### src/rtl/hc191_ctrl_pkg.sv
// Shared definitions for the 74HC191 run controller.
//   state_t : run sequencer states
//   TERM_UP : counter value at terminal count when counting up
//   TERM_DN : counter value at terminal count when counting down
//   STEP_W  : width of the step counter and the STEPS report
package hc191_ctrl_pkg;

  typedef enum logic [2:0] {
    IDLE,
    LOAD,
    SETTLE,
    STEP_HI,
    STEP_LO,
    DONE,
    FAIL
  } state_t;

  localparam logic [3:0] TERM_UP = 4'hF;
  localparam logic [3:0] TERM_DN = 4'h0;
  localparam int         STEP_W  = 5;

endpackage

### src/rtl/rr_arbiter2.sv
// Two-way round-robin arbiter.
//   i_clk      : clock
//   i_srst     : synchronous active-high reset (pointer favours requester 0)
//   i_req      : request vector, bit 0 = A, bit 1 = B
//   i_ptr_load : strobe, records i_served as the last-served requester
//   i_served   : id of the requester just served (0 = A, 1 = B)
//   o_gnt      : one-hot grant, combinational from i_req and the pointer
module rr_arbiter2 (
  input  logic       i_clk,
  input  logic       i_srst,
  input  logic [1:0] i_req,
  input  logic       i_ptr_load,
  input  logic       i_served,
  output logic [1:0] o_gnt
);

  // Id of the requester served last; on a tie the other one wins.
  logic r_last;

  always_ff @(posedge i_clk) begin
    if (i_srst) begin
      r_last <= 1'b1;
    end else if (i_ptr_load) begin
      r_last <= i_served;
    end
  end

  always_comb begin
    o_gnt = 2'b00;
    if (i_req[0] && (!i_req[1] || r_last)) begin
      o_gnt = 2'b01;
    end else if (i_req[1]) begin
      o_gnt = 2'b10;
    end
  end

endmodule

### src/rtl/hc191_run_controller.sv
// Run sequencer and two-way arbiter for one shared 74HC191 counter.
// A granted requester gets a preset (LOAD), then CP pulses until the
// counter reports terminal count, or MAX_STEPS pulses have been issued.
//   i_cp                : system clock
//   i_mr                : synchronous active-high reset
//   i_req_a / i_req_b   : run requests, held until done/err
//   i_ud_a / i_ud_b     : direction (0 = up, 1 = down)
//   i_d_a / i_d_b       : preset values
//   o_gnt_a / o_gnt_b   : requester owns the counter
//   o_done_a / o_done_b : one-cycle pulse, terminal count reached
//   o_err_a / o_err_b   : one-cycle pulse, step budget exhausted
//   o_steps             : CP pulses issued in the last completed run
//   o_cnt_*             : counter control pins; i_cnt_tc is counter TC
module hc191_run_controller
  import hc191_ctrl_pkg::*;
#(
  parameter int unsigned HALF_PERIOD = 1,
  parameter int unsigned MAX_STEPS   = 16
) (
  input  logic              i_cp,
  input  logic              i_mr,
  input  logic              i_req_a,
  input  logic              i_req_b,
  input  logic              i_ud_a,
  input  logic              i_ud_b,
  input  logic [3:0]        i_d_a,
  input  logic [3:0]        i_d_b,
  output logic              o_gnt_a,
  output logic              o_gnt_b,
  output logic              o_done_a,
  output logic              o_done_b,
  output logic              o_err_a,
  output logic              o_err_b,
  output logic [STEP_W-1:0] o_steps,
  output logic              o_cnt_npl,
  output logic [3:0]        o_cnt_d,
  output logic              o_cnt_nud,
  output logic              o_cnt_nce,
  output logic              o_cnt_cp,
  input  logic              i_cnt_tc
);

  localparam int                PH_W     = (HALF_PERIOD > 1) ? $clog2(HALF_PERIOD) : 1;
  localparam logic [PH_W-1:0]   PH_LAST  = PH_W'(HALF_PERIOD - 1);
  localparam logic [STEP_W-1:0] STEP_MAX = STEP_W'(MAX_STEPS);

  state_t              r_state, w_state_next;
  logic                r_side;          // 0 = A owns the run, 1 = B
  logic [STEP_W-1:0]   r_step_cnt;
  logic [PH_W-1:0]     r_phase;

  logic                r_gnt_a, r_gnt_b, r_done_a, r_done_b, r_err_a, r_err_b;
  logic [STEP_W-1:0]   r_steps;
  logic                r_cnt_npl, r_cnt_nud, r_cnt_nce, r_cnt_cp;
  logic [3:0]          r_cnt_d;

  logic [1:0]          w_arb_gnt;
  logic                w_req_own, w_phase_end, w_abort, w_ptr_load;
  logic                w_side_next, w_busy_next, w_ud_sel;
  logic [3:0]          w_d_sel;

  rr_arbiter2 u_arb (
    .i_clk      (i_cp),
    .i_srst     (i_mr),
    .i_req      ({i_req_b, i_req_a}),
    .i_ptr_load (w_ptr_load),
    .i_served   (r_side),
    .o_gnt      (w_arb_gnt)
  );

  assign w_req_own   = r_side ? i_req_b : i_req_a;
  assign w_phase_end = (r_phase == PH_LAST);
  assign w_d_sel     = w_arb_gnt[1] ? i_d_b  : i_d_a;
  assign w_ud_sel    = w_arb_gnt[1] ? i_ud_b : i_ud_a;

  always_comb begin
    w_state_next = r_state;
    w_abort      = 1'b0;
    case (r_state)
      IDLE: begin
        if (|w_arb_gnt) w_state_next = LOAD;
      end
      LOAD, SETTLE, STEP_HI, STEP_LO: begin
        if (!w_req_own) begin
          w_abort      = 1'b1;
          w_state_next = IDLE;
        end else if (r_state == LOAD) begin
          w_state_next = SETTLE;
        end else if (r_state == SETTLE) begin
          w_state_next = i_cnt_tc ? DONE : STEP_HI;
        end else if (w_phase_end) begin
          // TC wins over the budget check: reaching terminal on the last
          // allowed step is a success.
          if (r_state == STEP_HI)          w_state_next = STEP_LO;
          else if (i_cnt_tc)               w_state_next = DONE;
          else if (r_step_cnt == STEP_MAX) w_state_next = FAIL;
          else                             w_state_next = STEP_HI;
        end
      end
      DONE, FAIL: w_state_next = IDLE;
      default:    w_state_next = IDLE;
    endcase
    w_ptr_load  = w_abort || (r_state == DONE) || (r_state == FAIL);
    w_side_next = (r_state == IDLE) ? w_arb_gnt[1] : r_side;
    w_busy_next = (w_state_next != IDLE);
  end

  // Outputs are registered from the next state so each pin shows the
  // value belonging to the state the FSM is in during that cycle.
  always_ff @(posedge i_cp) begin
    if (i_mr) begin
      r_state    <= IDLE;
      r_side     <= 1'b0;
      r_step_cnt <= '0;
      r_phase    <= '0;
      r_gnt_a    <= 1'b0;
      r_gnt_b    <= 1'b0;
      r_done_a   <= 1'b0;
      r_done_b   <= 1'b0;
      r_err_a    <= 1'b0;
      r_err_b    <= 1'b0;
      r_steps    <= '0;
      r_cnt_npl  <= 1'b1;
      r_cnt_d    <= 4'h0;
      r_cnt_nud  <= 1'b0;
      r_cnt_nce  <= 1'b1;
      r_cnt_cp   <= 1'b0;
    end else begin
      r_state <= w_state_next;
      r_side  <= w_side_next;
      r_phase <= (w_state_next != r_state) ? '0 : r_phase + 1'b1;

      if (r_state == IDLE) begin
        r_step_cnt <= '0;
      end else if (w_state_next == STEP_HI && r_state != STEP_HI) begin
        r_step_cnt <= r_step_cnt + 1'b1;
      end

      // Preset and direction are latched into the pin registers on grant
      // and held there for the rest of the run.
      if (w_state_next == LOAD) begin
        r_cnt_d   <= w_d_sel;
        r_cnt_nud <= w_ud_sel;
      end

      if (w_state_next == DONE || w_state_next == FAIL) begin
        r_steps <= r_step_cnt;
      end

      r_gnt_a   <= w_busy_next && !w_side_next;
      r_gnt_b   <= w_busy_next &&  w_side_next;
      r_done_a  <= (w_state_next == DONE) && !w_side_next;
      r_done_b  <= (w_state_next == DONE) &&  w_side_next;
      r_err_a   <= (w_state_next == FAIL) && !w_side_next;
      r_err_b   <= (w_state_next == FAIL) &&  w_side_next;
      r_cnt_npl <= (w_state_next != LOAD);
      r_cnt_nce <= !w_busy_next;
      r_cnt_cp  <= (w_state_next == STEP_HI);
    end
  end

  assign o_gnt_a   = r_gnt_a;
  assign o_gnt_b   = r_gnt_b;
  assign o_done_a  = r_done_a;
  assign o_done_b  = r_done_b;
  assign o_err_a   = r_err_a;
  assign o_err_b   = r_err_b;
  assign o_steps   = r_steps;
  assign o_cnt_npl = r_cnt_npl;
  assign o_cnt_d   = r_cnt_d;
  assign o_cnt_nud = r_cnt_nud;
  assign o_cnt_nce = r_cnt_nce;
  assign o_cnt_cp  = r_cnt_cp;

endmodule

### config.mk
export PLATFORM = sky130hd
export DESIGN_NAME = hc191_run_controller
export DESIGN_NICKNAME = d
export VERILOG_FILES = /design/src/rtl/hc191_ctrl_pkg.sv /design/src/rtl/rr_arbiter2.sv /design/src/rtl/hc191_run_controller.sv
export SDC_FILE = /design/constraint.sdc
export NUM_CORES = 1
export LEC_CHECK = 0
export BUFFER_PORTS_ARGS = -buffer_cell sky130_fd_sc_hd__buf_2
export CORE_MARGIN = 10
export CORE_UTILIZATION = 53
export DETAILED_ROUTE_END_ITERATION = 12
export HOLD_SLACK_MARGIN = 0.1
export PLACE_DENSITY = 0.78
export SKIP_LAST_GASP = 1
export SLEW_MARGIN = 20
export SYNTH_ARGS = -nofsm -noshare
export SYNTH_HDL_FRONTEND = slang
export SYNTH_HIERARCHICAL = 1
export SYNTH_SLANG_ARGS = --single-unit
### constraint.sdc
create_clock -name i_cp -period 3.2 [get_ports i_cp]
set_clock_uncertainty 0.2 [all_clocks]
set_input_delay 0.16 -clock i_cp [delete_from_list [all_inputs] [get_ports i_cp]]
set_output_delay 0.16 -clock i_cp [all_outputs]
set_load 0.05 [all_outputs]
Yosys cells after proc, flatten, opt, wreduce, memory -nomap -nowiden
Index checks and enable logic that the tools add are counted.
- reductions and logical operators: 21
- shifts and indexed selects: 0
- order comparisons: 0
- bitwise operators: 0
- div/mod/pow operators: 0
- add/sub/neg operators: 2
- $mul: 0
- equal/unequal tests: 14
- mux-type cells: 18
- operators by type and width (operator ; count):
    $mux 3 ; 9
    $eq 3x3->1 const B ; 5
    $eq 3x2->1 const B ; 3
    $logic_and 1x1->1 ; 8
    $eq 3x1->1 const B ; 2
    $pmux 3 s2 ; 1
    $reduce_or 2->1 ; 3
    $add 5x1->5 const B ; 1
    $eq 5x5->1 const B ; 1
    $mux 1 ; 5
    $logic_or 1x1->1 ; 4
    $mux 2 ; 2
    $mux 4 ; 1
    $reduce_or 4->1 ; 1
    $logic_not 1->1 ; 3
    $logic_not 3->1 ; 1
    $ne 3x1->1 const B ; 1
    $ne 3x2->1 const B ; 1
    $ne 3x3->1 ; 1
    $reduce_bool 3->1 ; 1
    $add 1x1->1 const B ; 1
- bits in latches: 0
- register bits: 30
- memory bits (writable): 0
- memories kept: 0
- bits in read-only memories: 0
- output and inout port bits: 19
- logic and storage cells: 72

Longest topological paths before layout
Gate-level depths: netlist (run 1).
- depth in word-level cells: 11
- mapped depth: 8
- mapped depth without buffers: 7

By module
Netlist (run 1), hierarchy kept.
- modules (own cells, without submodules) (module ; area each (um2) ; seq. area each (um2) ; cells each ; instances):
    hc191_run_controller ; 1514.0 ; 580.6 ; 170 ; 1
    rr_arbiter2 ; 58.8 ; 20.0 ; 7 ; 1

Worst setup path before layout (run 1)
No wires, ideal clock.
- path type: flip-flop to flip-flop
- start point: register r_step_cnt[0]
- end point: register r_step_cnt[2]
- period minus slack after synthesis: 2345 ps
- data arrival time: 2074 ps
- buffers on the path: 1
- stages on the path, launching flop included: 9
- slack: 855 ps
- path through: dfxtp_1 > inv_1 > ha_1 > nor4bb_1 > or4_1 > o211a_1 > buf_2 > nor4_1 > mux2i_1
- longest elaborated chain between the ends: 11
- elaborated cells between the ends (all ways): 12
- those cells by class: 1 x add/sub; 2 x eq/ne; 8 x mux; 1 x reduce/logical
- RTL lines (element ; line ; RTL):
    start: declaration ; hc191_run_controller.sv:49 ; logic [STEP_W-1:0] r_step_cnt;
    start signal: assignment ; hc191_run_controller.sv:136 ; r_step_cnt <= r_step_cnt + 1'b1;
    $eq 5x5->1 ; hc191_run_controller.sv:96 ; else if (r_step_cnt == STEP_MAX) w_state_next = FAIL;
    $mux 3 ; hc191_run_controller.sv:96 ;
    $mux 3 ; hc191_run_controller.sv:95 ; else if (i_cnt_tc) w_state_next = DONE;
    $mux 3 ; hc191_run_controller.sv:94 ; if (r_state == STEP_HI) w_state_next = STEP_LO;
    $mux 3 ; hc191_run_controller.sv:91 ; end else if (w_phase_end) begin
    $mux 3 ; hc191_run_controller.sv:89 ; end else if (r_state == SETTLE) begin
    $mux 3 ; hc191_run_controller.sv:87 ; end else if (r_state == LOAD) begin
    $mux 3 ; hc191_run_controller.sv:84 ; if (!w_req_own) begin
    $pmux 3 s2 ; hc191_run_controller.sv:79 ; case (r_state)
    $eq 3x2->1 ; hc191_run_controller.sv:135 ; end else if (w_state_next == STEP_HI && r_state != STEP_HI) begin
    $logic_and 1x1->1 ; hc191_run_controller.sv:135 ;
Several ways; a longest one is shown, not always the timed one.
A chain may end at the register's enable or synchronous reset.

Final worst setup path (run 1)
- start point: input i_req_a
- end point: register r_cnt_d[2] (netlist: o_cnt_d[2])
- longest elaborated chain between the ends: 6
- elaborated cells between the ends (all ways): 9
- those cells by class: 1 x eq/ne; 6 x mux; 2 x reduce/logical
- RTL lines (element ; line ; RTL):
    start: declaration ; hc191_run_controller.sv:22 ; input logic i_req_a,
    $logic_and 1x1->1 * ; rr_arbiter2.sv:30 ; if (i_req[0] && (!i_req[1] || r_last)) begin
    $mux 2 * ; rr_arbiter2.sv:30 ;
    named net w_arb_gnt[1] ; hc191_run_controller.sv:57 ; logic [1:0] w_arb_gnt;
    $reduce_or 2->1 ; hc191_run_controller.sv:81 ; if (|w_arb_gnt) w_state_next = LOAD;
    $mux 3 ; hc191_run_controller.sv:81 ;
    $pmux 3 s2 ; hc191_run_controller.sv:79 ;
    $eq 3x1->1 ; hc191_run_controller.sv:141 ; if (w_state_next == LOAD) begin
    end signal: assignment ; hc191_run_controller.sv:142 ; r_cnt_d <= w_d_sel;
    end: declaration ; hc191_run_controller.sv:55 ; logic [3:0] r_cnt_d;
Mark *: on every way through the listed nets, which the timed path passes. The rest lies on a longest branch.

==> results of run 1 <==
## where the power goes
group / switching (mW) / internal, mW / total (mW)
Combinational: 0.169 / 0.0955 / 0.264
Sequential: 0.0238 / 0.398 / 0.421
Clock: 0.141 / 0.105 / 0.246
Total: 0.333 / 0.599 / 0.932
## tightest hold or removal path: cells and delay by family
| family | cells | cell delay, ns |
|---|---|---|
| muxes | 1 | 0.17 |
| AOI/OAI and AO/OA | 2 | 0.21 |
| buffers and inverters | 1 | 0.11 |
## worst paths after layout
| kind | from | to | cells past startpoint |
|---|---|---|---|
| hold / removal | i_req_b | u_arb/r_last$_SDFFE_PP1P_ | 4 |
| setup reg to reg | r_step_cnt[0]$_SDFFE_PP0P_ | o_steps[2]$_SDFFE_PP0P_ | 7 |
| hold reg to reg | o_steps[4]$_SDFFE_PP0P_ | o_steps[4]$_SDFFE_PP0P_ | 2 |
| setup / recovery | i_req_a | o_cnt_d[2]$_SDFFE_PP0N_ | 8 |
## sequential cells by signal (all words and copies together) (netlist names), 3 cells and up
signal      cells
o_cnt_d         4
o_steps         5
r_state         3
r_step_cnt      5
## final cells by class
| cell class | count | area, sq um | area share [%] |
|---|---|---|---|
| Timing Repair Buffer | 52 | 350 | 17.7 |
| Multi-Input combinational cell | 126 | 880 | 44.6 |
| Clock buffer | 6 | 51.3 | 2.60 |
| Inverter | 11 | 41.3 | 2.09 |
| Clock inverter | 2 | 12.5 | 0.634 |
| Tap cell | 31 | 38.8 | 1.96 |
| Sequential cell | 30 | 601 | 30.4 |
## metrics by stage
| step | hold WS (ns) | instance area, sq um |
|---|---|---|
| finish | 0.132 | 1970 |
| global route | 0.166 | 1970 |
| CTS | 0.123 | 1970 |
| detailed placement | 0.279 | 1740 |
| global placement | 0.253 | 1740 |
| floorplan | 0.0693 | 1570 |
## per-layer routing
layer  vias to the layer above  routed length [um]  global-route usage (%)
li1                        729                   -                       -
met1                       710                1700                    18.8
met2                        70                2190                    28.2
met3                        14                 349                    5.59
met4                         0                 134                    6.72
met5                         -                   0                       0
## kinds of logic after synthesis
| kind of cell | after synthesis | synth area share, % |
|---|---|---|
| XOR/XNOR | 2 | 1.11 |
| buffers and inverters | 21 | 5.89 |
| AND/OR/NAND/NOR | 67 | 23.7 |
| adder cells (fa/ha/maj) | 2 | 1.59 |
| flip-flops | 30 | 38.2 |
| AO/OA/AOI/OAI | 40 | 19.7 |
| multiplexers | 15 | 9.79 |
## Yosys cell counts (all sizes together), types with 2 or more instances
cell     number
mux2          3
nor3         10
o21bai        2
or2           2
clkbuf        4
dfxtp        30
nand2        13
or3b          2
buf           6
a21oi         9
xnor2         2
nor4          3
or3           2
o21ai         4
nand2b        4
and2          2
o211ai        4
a211oi       10
inv          11
a2111oi       2
ha            2
nor2         18
mux2i        12
a21boi        3
nand3         4
==> impl_metrics.env, run 1 <==
export IMPL_cts_resized=0
export IMPL_criticalPathCategory="in -> reg"
export IMPL_ctsLongestPathBuffers=2
export IMPL_post_synth_inst_count=177
export IMPL_critical_path_required_ns=3.23
export IMPL_post_place_ws_ns=0.598
export IMPL_cp_arrival_ns=2.70
export IMPL_pwr_density_cell_mw_per_mm2=472
export IMPL_finalHoldViolCount=0
export IMPL_ys_warnings=6
export IMPL_grt_pass1_vias=1542
export IMPL_grt_max_degree=24
export IMPL_instances_no_fill=258
export IMPL_critical_path_buf_inv_count=5
export IMPL_die_y_um=74.5
export IMPL_slew_headroom_pct=53.3
export IMPL_finalSetupViolCount=0
export IMPL_leakage_power_figure_nw=0.809
export IMPL_worst_hold_path_type="in -> reg"
export IMPL_fin_ws_ns=0.526
export IMPL_totalNegativeSetupSlack_ns=0
export IMPL_cp_max_fo=8
export IMPL_outcome="finished clean"
export IMPL_first_iter_violations=223
export IMPL_clock_insertion_delay_worst_skew_ns=0.34
export IMPL_hpwlAfterDp_um=2960
export IMPL_wire_per_inst_um=17.0
export IMPL_layout_drive_gt1_share_pct=25.1
export IMPL_detail_route_drc_violations=0
export IMPL_number_of_levels_the_h_tree_was_split_into=2
export IMPL_ys_seq_area_share_pct=38.2
export IMPL_nets=243
export IMPL_worst_setup_path_start_kind="input port"
export IMPL_core_region_area_sq_mm=0.00281
export IMPL_synth_top_cell_area_share_pct=38.2
export IMPL_syn_cell_area_sq_mm=0.00157
export IMPL_yosys_register_bits=30
export IMPL_vias=1523
export IMPL_cp_end_kind="flip-flop"
export IMPL_timing_critical_path_slowest_stage_cell="dlygate4sd3_1"
export IMPL_path_delay_family="buffers and inverters"
export IMPL_worst_path_largest_cell_delay_ns=0.58
export IMPL_ys_types=47
export IMPL_worst_slew_pin_transition_ns=0.695
export IMPL_finalWirelength_um=4380
export IMPL_power_mw=0.932
export IMPL_clock_transition_at_the_registers_of_the_reported_paths_ns=0.11
export IMPL_grt_pass1_wl_um=7160
export IMPL_cap_violations=0
export IMPL_report_final_slew_viol_count=0
export IMPL_mostFrequentLayoutCells="buf_2 (33), dfxtp_1 (30), nor2_1 (17), dlygate4sd3_1 (17)"
export IMPL_fillerInstances=210
export IMPL_vdd_ir_drop_worst_v=0.000333
export IMPL_postLayoutCoreUtil_pct=70.4
export IMPL_r2r_setup_slack_ns=0.59
export IMPL_grt_overflow=0
export IMPL_crit_top_cell="dlygate4sd3_1"
export IMPL_first_pass_iters=4
export IMPL_dpl_cell_count=233
export IMPL_areaGrowthSynthToFinish_pct=25.5
export IMPL_chipWidth_um=74.5
export IMPL_max_clock_freq_ghz=0.374
export IMPL_post_cts_buffers=0
export IMPL_synth_top_cells_by_area="dfxtp_1 (38%), mux2i_1 (7.6%), nor2_1 (4.1%)"
export IMPL_most_common_cell_after_layout_fill_and_taps_aside="buf_2"
export IMPL_tritoncts="built"
export IMPL_synthFlopType="dfxtp_1"
export IMPL_worstPathCellList="dlygate4sd3_1, buf_2, a21boi_0, buf_4, mux2i_1, dlygate4sd3_1, a211oi_1, dlygate4sd3_1"
export IMPL_cts_buffers=5
export IMPL_synth_edff_count=0
export IMPL_setup_repair_after_global_routing_missed_its_margin="false"
export IMPL_vias_per_cell=5.90
export IMPL_postSynth_asyncResetShare_pct=0
export IMPL_ctsHoldBuffers=17
export IMPL_min_period_over_period_pct=83.6
export IMPL_root_buffer="clkbuf_4"
export IMPL_grtUsageTotal_pct=16.6
export IMPL_initial_core_utilization_pct=56.1
export IMPL_num_io_pins=34
export IMPL_initial_antenna_violation_count=0
export IMPL_std_cell_rows=19
export IMPL_synth_net_count=194
export IMPL_die_area_sq_mm=0.00555
export IMPL_synth_top_cell_by_area="dfxtp_1"
export IMPL_portBuffers=33
export IMPL_finalWorstPathRequiredPeriod_ns=2.67
export IMPL_gp_routability_congestion=0.915
export IMPL_antenna_cells_inserted=0
export IMPL_sinks_on_clock_net=30
export IMPL_ant_nets=0
export IMPL_average_cell_area_after_synthesis_sq_um=8.89
No activity file was read; power rests on OpenSTA's default activity.
==> run 2, diff against run 1 <==
==> constraint.sdc (replaced) <==
create_clock -name i_cp -period 2.5 [get_ports i_cp]
set_clock_uncertainty 0.2 [all_clocks]
set_input_delay 0.125 -clock i_cp [delete_from_list [all_inputs] [get_ports i_cp]]
set_output_delay 0.125 -clock i_cp [all_outputs]
set_load 0.05 [all_outputs]
==> run 2 against run 1 <==
Setup slack worse by 0.48 ns. Sequential share of layout area shrank 1.8 points. Highest routed layer unchanged. Global-route usage increased by 0.13 points. Count of clock-buffer cells in the layout stayed put. Routed wire length grew 5.7%. Critical endpoint is now o_cnt_d[0]$_SDFFE_PP0N_. Sequential cell count unchanged. Clock power up 28%. Largest power group unchanged. Utilization increased by 4.8 points.
==> impl_metrics.env, run 2 (synthesized netlist as in run 1, its figures left out) <==
export IMPL_outcome="finished clean"
export IMPL_fin_ws_ns=0.0443
export IMPL_chipWidth_um=74.5
export IMPL_vias_per_cell=5.92
export IMPL_totalNegativeSetupSlack_ns=0
export IMPL_worst_slew_pin_transition_ns=0.573
export IMPL_crit_top_cell="buf_4"
export IMPL_cp_end_kind="flip-flop"
export IMPL_worst_setup_path_start_kind="flip-flop"
export IMPL_setup_repair_after_global_routing_missed_its_margin="true"
export IMPL_ctsLongestPathBuffers=2
export IMPL_finalWorstPathRequiredPeriod_ns=2.46
export IMPL_root_buffer="clkbuf_4"
export IMPL_finalWirelength_um=4630
export IMPL_worst_hold_path_type="reg -> reg"
export IMPL_antenna_cells_inserted=0
export IMPL_use_met1_pct=17.1
export IMPL_layout_drive_gt1_share_pct=34.6
export IMPL_criticalPathCategory="reg -> reg"
export IMPL_min_period_over_period_pct=98.2
export IMPL_grt_pass1_wl_um=7190
export IMPL_ff_latch_area_sq_um=604
export IMPL_slew_headroom_pct=61.8
export IMPL_tritoncts="built"
export IMPL_post_place_ws_ns=0.0294
export IMPL_detail_route_drc_violations=0
export IMPL_ant_nets=0
export IMPL_vias=1604
export IMPL_critical_path_required_ns=2.58
export IMPL_globalRoute_busiestLayer="met2"
export IMPL_initial_core_utilization_pct=56.1
export IMPL_cap_violations=0
export IMPL_first_iter_violations=107
export IMPL_nets=256
export IMPL_clock_transition_at_the_registers_of_the_reported_paths_ns=0.10
export IMPL_vdd_ir_drop_worst_v=0.000590
export IMPL_path_delay_family="buffers and inverters"
export IMPL_fillerInstances=180
export IMPL_cts_buffers=5
export IMPL_holdWs_ns=0.267
export IMPL_clock_insertion_delay_worst_skew_ns=0.33
export IMPL_hpwlAfterDp_um=3080
export IMPL_cp_max_fo=10
export IMPL_grtUsageTotal_pct=16.8
export IMPL_worst_path_largest_cell_delay_ns=0.56
export IMPL_multi_input_area_sq_um=917
export IMPL_core_region_area_sq_mm=0.00281
export IMPL_finalSetupViolCount=0
export IMPL_num_io_pins=34
export IMPL_number_of_levels_the_h_tree_was_split_into=2
export IMPL_most_common_cell_after_layout_fill_and_taps_aside="buf_2"
export IMPL_die_y_um=74.5
export IMPL_worstPathCellList="buf_4, or3_1, nor2_2, buf_4, nor2_1, a211oi_1, dlygate4sd3_1"
export IMPL_areaGrowthSynthToFinish_pct=34.0
export IMPL_initial_antenna_violation_count=0
export IMPL_mostFrequentLayoutCells="buf_2 (33), dfxtp_1 (27), buf_4 (17)"
export IMPL_wire_per_inst_um=17.1
export IMPL_global_route_usage_met3_pct=5.72
export IMPL_gp_routability_congestion=0.921
export IMPL_die_area_sq_mm=0.00555
export IMPL_portBuffers=33
export IMPL_finalHoldViolCount=0
export IMPL_r2r_setup_slack_ns=0.04
export IMPL_grt_overflow=0
export IMPL_cp_arrival_ns=2.54
export IMPL_first_pass_iters=4
export IMPL_critical_path_buf_inv_count=3
export IMPL_leakage_power_figure_nw=0.877
export IMPL_pwr_density_cell_mw_per_mm2=581
export IMPL_sinks_on_clock_net=30
export IMPL_max_clock_freq_ghz=0.407
export IMPL_grt_max_degree=24
export IMPL_grtUsageMet2_pct=29.8
export IMPL_grt_pass1_vias=1633
export IMPL_report_final_slew_viol_count=0
export IMPL_timing_critical_path_slowest_stage_cell="dlygate4sd3_1"
export IMPL_std_cell_rows=19
[run 2: cell type report]
cell class	instances	share of cell area, %
Tap cell	31	1.84
Inverter	11	1.96
Timing Repair Buffer	65	21.0
Sequential cell	30	28.7
Clock inverter	2	0.593
Multi-Input combinational cell	126	43.5
Clock buffer	6	2.43
[run 2: stage by stage]
| step | power [mW] | util (%) | cells | cell area [sq um] |
|---|---|---|---|---|
| after floorplan | 0.778 | - | 177 | 1570 |
| after global placement | 0.856 | 65.0 | 244 | 1820 |
| after detailed placement | 0.864 | 65.0 | 244 | 1820 |
| final | 1.23 | 75.2 | 271 | 2110 |
| after CTS | 1.20 | 72.6 | 267 | 2040 |
| after global routing | 1.28 | 75.2 | 271 | 2110 |
[run 2: worst paths after layout]
check,from,endpoint,cells after the start
worst max-delay path,r_state[1]$_SDFF_PP0_,o_cnt_d[0]$_SDFFE_PP0N_,7
worst min-delay path,o_steps[4]$_SDFFE_PP0P_,o_steps[4]$_SDFFE_PP0P_,2
worst max register to register,r_state[1]$_SDFF_PP0_,o_cnt_d[0]$_SDFFE_PP0N_,7
worst min register to register,o_steps[4]$_SDFFE_PP0P_,o_steps[4]$_SDFFE_PP0P_,2
[run 2: report_power, final]
group	total [mW]	leakage (nW)	switching (mW)	internal (mW)
sequential	0.539	0.246	0.0298	0.510
clock	0.315	0.0343	0.180	0.135
combinational	0.371	0.597	0.232	0.139
[run 2: timing repair]
| item | in CTS | in global routing |
|---|---|---|
| hold buffers | 15 | 0 |
| setup buffers | 0 | 4 |
| endpoints found under the hold margin | 14 | 0 |
| setup endpoints to repair | 0 | 8 |
| resized for setup | 0 | 13 |
[run 2: tightest hold or removal path, cell delays in order, from the launching register on]
cell and delay, ns:
dfxtp_1 0.32, inv_1 0.04, a211oi_1 0.06
[run 2: layer usage]
metal	vias to the layer above	wire length [um]
met1	759	1840
li1	768	-
met3	12	353
met4	0	125
met5	-	0
met2	65	2310
